<file path="config.mk">
export PLATFORM = sky130hd
export DESIGN_NAME = execute_stage_p
export DESIGN_NICKNAME = d
export VERILOG_FILES = /design/src/rtl/execute_stage_p.sv
export SDC_FILE = /design/constraint.sdc
export NUM_CORES = 1
export LEC_CHECK = 0
export CAP_MARGIN = 20
export CORE_MARGIN = 5
export CORE_UTILIZATION = 40
export DETAILED_ROUTE_END_ITERATION = 6
export PLACE_DENSITY = 0.69
export SLEW_MARGIN = 30
export SYNTH_ARGS = -nofsm -noshare
export SYNTH_HDL_FRONTEND = slang
export SYNTH_SLANG_ARGS = --single-unit
</file>
<file path="constraint.sdc">
create_clock -name clk -period 8.91 [get_ports clk]
set_input_delay 1.3365 -clock clk [delete_from_list [all_inputs] [get_ports clk]]
set_output_delay 1.3365 -clock clk [all_outputs]
set_load 0.005 [all_outputs]
</file>
<file path="src/rtl/execute_stage_p.sv">
// Y86-64 execute stage: ALU, condition codes, branch/cmov condition and the E->M register.
// Optional shift-add multiplier for OPq ifun 4 (mulq) is enabled by defining IMUL_EN.
module execute_stage_p #(
  parameter int WIDTH = 64
) (
  input  logic             clk,
  input  logic             rst,
  input  logic             e_valid,
  input  logic [3:0]       e_icode,
  input  logic [3:0]       e_ifun,
  input  logic [WIDTH-1:0] e_valA,
  input  logic [WIDTH-1:0] e_valB,
  input  logic [WIDTH-1:0] e_valC,
  input  logic [3:0]       e_dstE,
  input  logic [3:0]       e_dstM,
  input  logic             m_stall,
  input  logic             m_bubble,
  input  logic             cc_suppress,
  output logic             busy,
  output logic             M_valid,
  output logic [3:0]       M_icode,
  output logic [3:0]       M_ifun,
  output logic             M_cnd,
  output logic [WIDTH-1:0] M_valE,
  output logic [WIDTH-1:0] M_valA,
  output logic [3:0]       M_dstE,
  output logic [3:0]       M_dstM,
  output logic             cc_zf,
  output logic             cc_sf,
  output logic             cc_of
);

  localparam logic [3:0] I_NOP   = 4'h1;
  localparam logic [3:0] I_CMOV  = 4'h2;
  localparam logic [3:0] I_IRMOV = 4'h3;
  localparam logic [3:0] I_RMMOV = 4'h4;
  localparam logic [3:0] I_MRMOV = 4'h5;
  localparam logic [3:0] I_OPQ   = 4'h6;
  localparam logic [3:0] I_JXX   = 4'h7;
  localparam logic [3:0] I_CALL  = 4'h8;
  localparam logic [3:0] I_RET   = 4'h9;
  localparam logic [3:0] I_PUSH  = 4'hA;
  localparam logic [3:0] I_POP   = 4'hB;
  localparam logic [3:0] R_NONE  = 4'hF;
  localparam logic [WIDTH-1:0] EIGHT = WIDTH'(8);

  logic [WIDTH-1:0] alu_val;
  logic             op_ok;
  logic             of_flag;
  logic             cnd_raw;
  logic             cnd;
  logic             load_en;
  logic             cc_we;
  logic [WIDTH-1:0] mul_acc_reg;

`ifdef IMUL_EN
  localparam int CW = $clog2(WIDTH);

  typedef enum logic [1:0] {IDLE, MUL, DONE} mul_state_t;

  mul_state_t       state_reg, state_next;
  logic [WIDTH-1:0] mcand_reg;
  logic [WIDTH-1:0] mplier_reg;
  logic [CW-1:0]    count_reg;
  logic             mul_start;
  logic             mul_step;
  logic             is_mul;

  assign is_mul = e_valid && (e_icode == I_OPQ) && (e_ifun == 4'h4);

  always_comb begin
    state_next = state_reg;
    busy       = 1'b0;
    mul_start  = 1'b0;
    mul_step   = 1'b0;
    case (state_reg)
      IDLE: begin
        if (is_mul) begin
          busy = 1'b1;
          if (!m_stall) begin
            state_next = MUL;
            mul_start  = 1'b1;
          end
        end
      end
      MUL: begin
        busy = 1'b1;
        if (m_bubble) begin
          state_next = IDLE;
        end else begin
          mul_step = 1'b1;
          if (count_reg == CW'(WIDTH - 1)) state_next = DONE;
        end
      end
      DONE: begin
        // Result loads (or is killed by a bubble) on any unstalled edge.
        if (!m_stall) state_next = IDLE;
      end
      default: state_next = IDLE;
    endcase
  end

  always_ff @(posedge clk) begin
    if (rst) begin
      state_reg   <= IDLE;
      mul_acc_reg <= '0;
      mcand_reg   <= '0;
      mplier_reg  <= '0;
      count_reg   <= '0;
    end else begin
      state_reg <= state_next;
      if (mul_start) begin
        mul_acc_reg <= '0;
        mcand_reg   <= e_valB;
        mplier_reg  <= e_valA;
        count_reg   <= '0;
      end else if (mul_step) begin
        if (mplier_reg[0]) mul_acc_reg <= mul_acc_reg + mcand_reg;
        mcand_reg  <= mcand_reg << 1;
        mplier_reg <= mplier_reg >> 1;
        count_reg  <= count_reg + 1'b1;
      end
    end
  end
`else
  assign busy        = 1'b0;
  assign mul_acc_reg = '0;
`endif

  always_comb begin
    alu_val = '0;
    op_ok   = 1'b0;
    case (e_icode)
      I_CMOV:           alu_val = e_valA;
      I_IRMOV:          alu_val = e_valC;
      I_RMMOV, I_MRMOV: alu_val = e_valB + e_valC;
      I_CALL, I_PUSH:   alu_val = e_valB - EIGHT;
      I_RET, I_POP:     alu_val = e_valB + EIGHT;
      I_OPQ: begin
        case (e_ifun)
          4'h0: begin alu_val = e_valB + e_valA; op_ok = 1'b1; end
          4'h1: begin alu_val = e_valB - e_valA; op_ok = 1'b1; end
          4'h2: begin alu_val = e_valB & e_valA; op_ok = 1'b1; end
          4'h3: begin alu_val = e_valB ^ e_valA; op_ok = 1'b1; end
`ifdef IMUL_EN
          4'h4: begin alu_val = mul_acc_reg;     op_ok = 1'b1; end
`endif
          default: ;
        endcase
      end
      default: ;
    endcase
  end

  always_comb begin
    of_flag = 1'b0;
    if (e_ifun == 4'h0)
      of_flag = (e_valA[WIDTH-1] == e_valB[WIDTH-1]) && (alu_val[WIDTH-1] != e_valB[WIDTH-1]);
    else if (e_ifun == 4'h1)
      of_flag = (e_valA[WIDTH-1] != e_valB[WIDTH-1]) && (alu_val[WIDTH-1] != e_valB[WIDTH-1]);
  end

  // Conditions always use the CC value held before this edge's write.
  always_comb begin
    case (e_ifun)
      4'h0:    cnd_raw = 1'b1;
      4'h1:    cnd_raw = (cc_sf ^ cc_of) | cc_zf;
      4'h2:    cnd_raw = cc_sf ^ cc_of;
      4'h3:    cnd_raw = cc_zf;
      4'h4:    cnd_raw = !cc_zf;
      4'h5:    cnd_raw = !(cc_sf ^ cc_of);
      4'h6:    cnd_raw = !(cc_sf ^ cc_of) && !cc_zf;
      default: cnd_raw = 1'b0;
    endcase
  end

  assign cnd     = ((e_icode == I_JXX) || (e_icode == I_CMOV)) && cnd_raw;
  assign load_en = !m_stall && !m_bubble && e_valid && !busy;
  assign cc_we   = load_en && (e_icode == I_OPQ) && op_ok && !cc_suppress;

  always_ff @(posedge clk) begin
    if (rst) begin
      M_valid <= 1'b0;
      M_icode <= I_NOP;
      M_ifun  <= 4'h0;
      M_cnd   <= 1'b0;
      M_valE  <= '0;
      M_valA  <= '0;
      M_dstE  <= R_NONE;
      M_dstM  <= R_NONE;
    end else if (!m_stall) begin
      if (load_en) begin
        M_valid <= 1'b1;
        M_icode <= e_icode;
        M_ifun  <= e_ifun;
        M_cnd   <= cnd;
        M_valE  <= alu_val;
        M_valA  <= e_valA;
        M_dstE  <= (e_icode == I_CMOV && !cnd_raw) ? R_NONE : e_dstE;
        M_dstM  <= e_dstM;
      end else begin
        M_valid <= 1'b0;
        M_icode <= I_NOP;
        M_ifun  <= 4'h0;
        M_cnd   <= 1'b0;
        M_valE  <= '0;
        M_valA  <= '0;
        M_dstE  <= R_NONE;
        M_dstM  <= R_NONE;
      end
    end
  end

  // Multiply results never overflow in the flag sense: OF is cleared.
  always_ff @(posedge clk) begin
    if (rst) begin
      cc_zf <= 1'b1;
      cc_sf <= 1'b0;
      cc_of <= 1'b0;
    end else if (cc_we) begin
      cc_zf <= (alu_val == '0);
      cc_sf <= alu_val[WIDTH-1];
      cc_of <= (e_ifun == 4'h4) ? 1'b0 : of_flag;
    end
  end

endmodule

</file>
==> reports/metrics.cfg <==
[route]
route.vias.total = 27100
drt_pass1_iterations = 6
routed_wl_mm = 115
remaining_drc_errors = 0
viasPerCell = 6.54
wire_per_inst_microns = 27.7
antenna_left = 0
drtIter0Drc = 2787

[logic_synthesis]
synth_fa_ha_area_share_pct = 14.1
synth_compound_area_share_pct = 34.8
synth-seq-cells = 149
avgSynthCellArea_sq_um = 7.14
netlist.top_cell.by_area = ha_1
synth_top_family_by_area = compound AO/OA/AOI/OAI gates
yosysSeqAreaShare_pct = 13.2
synth.distinct_cells = 97
synthMuxAreaShare_pct = 3.18
syn_inst = 3168
synth.top_cell.area_share_pct = 13.8
synth_ff_type = dfxtp_1
ys.warnings.count = 0
syn-num-nets = 3635
synth_edf_count = 0
synth_area_leaders = ha_1 14%, dfxtp_1 13%, a21oi_1 7.1%
synth_xor_area_share_pct = 7.78
synth_area_sq_mm = 0.0226
async_flop_share_pct = 0
synth_simple_gate_area_share_pct = 22.0

[critical_path]
worstSetupEndpointType = flip-flop
arrival_ps = 8330
start_kind = primary input
r2r-start = cc_of$_SDFFE_PP0P_
r2r_setup_slack_ps = 7140
worstPathMaxFanout = 7
worst_ep_required_time_ps = 9300
crit_type = primary input to flip-flop
startpoint = e_valA[3]

[final_layout]
drive_gt1_share_pct = 4.48
fill_cells = 5789
postLayoutCellArea_sq_mm = 0.0272
num-nets-final = 3827
areaGrowthSynthToFinish_pct = 20.1

[grt]
overflow = 0
grt_pass1_vias = 25400
grt_max_degree = 78
grt_util_all_layers_pct = 35.2
antenna_found_initial = 9
grt_pass1_wl_mm = 163

[sta]
setup-tns-final_ps = 0
finalHoldViolCount = 0
rsz0062_at_grt = false
fin_skew_ps = 12.8
tightestPinTransition_ps = 1040
slew_headroom_pct = 30.2
holdWs_ps = 470
fin_crit_ps = 7940
setup_viol = 0
fmax_ghz = 0.126
drv_slew = 0
period_share_pct = 89.1

[power_and_ir_drop]
p_per_area_mw_per_mm2 = 112
power.total_mw = 3.06
irDropWorstVdd_v = 0.000127
p_leak_nw = 10.2

[placement]
gp_congestion = 1.07
dp_hpwl_mm = 92.3
placed_area_sq_mm = 0.0266
port_buffers = 362

[die]
die_h_microns = 248
num_io_pins = 364
rows = 87
die-area_sq_mm = 0.0614
initial_core_util_pct = 40.3
fp.coreArea_sq_mm = 0.0562
die_x_microns = 248

[clock_network]
cts_tree = yes
cts.path.max_buffers = 2
cts.repair.resized = 0
cts_buffers = 17
clock_sinks = 149
holdBufCountCts = 0
htree_levels = 4
path_clk_slew_ps = 70
clockRootBuffer = clkbuf_16
post_cts_buffers = 0
clk_latency_ps = 450

[run]
maxCapViolCount = 0

[hold_path]
hp-start = M_icode[1]$_SDFFE_PP0N_
hp-class = flip-flop to flip-flop

[status]
status = completed

report_power, final:
group	total (mW)	leakage [nW]	internal [mW]	switching, mW
combinational	1.66	8.72	0.599	1.06
sequential	0.689	1.21	0.681	0.00847
clock	0.707	0.267	0.368	0.340
total	3.06	10.2	1.65	1.41
registers in the layout, indices dropped and copies added (netlist names):
signal / cells
M_ifun: 4
M_cnd: 1
cc_of: 1
M_valA: 64
M_valid: 1
M_icode: 4
M_dstE: 4
M_valE: 64
M_dstM: 4
cc_sf: 1
cc_zf: 1
cell type report:
type,instances,area [sq um],share of cell area (%)
multi-input combinational,2748,18600,68.4
timing repair buffer,402,3910,14.4
sequential,149,2980,11.0
tap,756,946,3.48
clock buffer,17,425,1.57
inverter,42,158,0.580
clock inverter,15,135,0.497
antenna,7,17.5,0.0645
cells in the mapped netlist (17+ instances only):
| library cell | number |
|---|---|
| nor2_1 | 334 |
| a21oi_1 | 323 |
| nand2_1 | 260 |
| ha_1 | 250 |
| o21ai_0 | 198 |
| a22oi_1 | 175 |
| clkbuf_1 | 157 |
| dfxtp_1 | 149 |
| xnor2_1 | 106 |
| nand4_1 | 100 |
| xor2_1 | 95 |
| nor3_1 | 74 |
| mux2i_1 | 65 |
| a21o_1 | 59 |
| buf_2 | 52 |
| nand3_1 | 51 |
| o21a_1 | 43 |
| inv_1 | 41 |
| nand2b_1 | 41 |
| o22ai_1 | 39 |
| o211ai_1 | 37 |
| o21bai_1 | 31 |
| or3_1 | 30 |
| a31oi_1 | 24 |
| o21ai_1 | 23 |
| a211oi_1 | 22 |
| o31ai_1 | 22 |
| nor2b_1 | 21 |
| or4_1 | 21 |
| nor4_1 | 20 |
| o221ai_1 | 19 |
| a221oi_1 | 18 |
| a211o_1 | 17 |
metrics by stage:
| step | cells | setup WS, ps | util [%] |
|---|---|---|---|
| after floorplan | 3168 | 1260 | - |
| after global placement | 4097 | 764 | 47.3 |
| after detailed placement | 4097 | 645 | 47.3 |
| after CTS | 4129 | 1110 | 48.3 |
| after global routing | 4129 | 621 | 48.3 |
| final | 4136 | 971 | 48.4 |
cells in the final DEF (no fill, tap or decap), types with 22 or more instances in the layout:
cell / n
a21oi_1: 323
a22oi_1: 175
nand4_1: 100
clkdlybuf4s50_1: 358
nand2b_1: 41
o211ai_1: 37
or3_1: 30
buf_4: 42
a31oi_1: 24
o21bai_1: 31
o21ai_0: 196
xnor2_1: 106
inv_1: 41
o31ai_1: 22
nand3_1: 51
o21ai_1: 25
o22ai_1: 39
nor2_1: 333
nand2_1: 259
xor2_1: 95
a21o_1: 59
mux2i_1: 65
o21a_1: 43
nor3_1: 71
ha_1: 250
dfxtp_1: 149
final timing paths:
check,cells after the start,endpoint
hold / removal,2,M_icode[1]$_SDFFE_PP0N_
hold reg to reg,2,M_icode[1]$_SDFFE_PP0N_
setup / recovery,24,cc_zf$_SDFFE_PP1P_
setup reg to reg,8,M_dstE[1]$_SDFFE_PP1N_
routing by layer:
layer	up-vias	GRT usage (%)	part of all wire, %
met3	435	6.40	8.3
met2	1558	56.4	44
met5	-	0	0.033
met1	12600	40.9	37
met4	6	28.8	10
li1	12400	-	-
cells by family (layout without fill, tap and decap cells):
kind of cell	after synthesis	count (layout)
XOR/XNOR	201	201
multiplexers	71	71
adder cells (fa/ha/maj)	253	253
flip-flops	149	149
AO/OA/AOI/OAI	1184	1184
AND/OR/NAND/NOR	1038	1038
buffers and inverters	271	476
other	1	8
worst max-delay path: stages:
cell and delay (ps):
clkdlybuf4s50_1 540, or3_1 400, nor3_1 470, nand2_1 200
nor2_1 300, nand2_1 170, or3_1 440, or3_1 470
o41ai_1 350, xor2_1 180, ha_1 330, a21oi_1 240
o21ai_0 120, a41oi_1 280, nor2_1 80, a31oi_1 390
nand2_1 160, a21oi_1 370, o21ai_1 150, xnor2_1 150
a21o_1 180, a211o_1 340, or4_1 550, o21ai_1 130
Power figures use the tool's default switching activity.
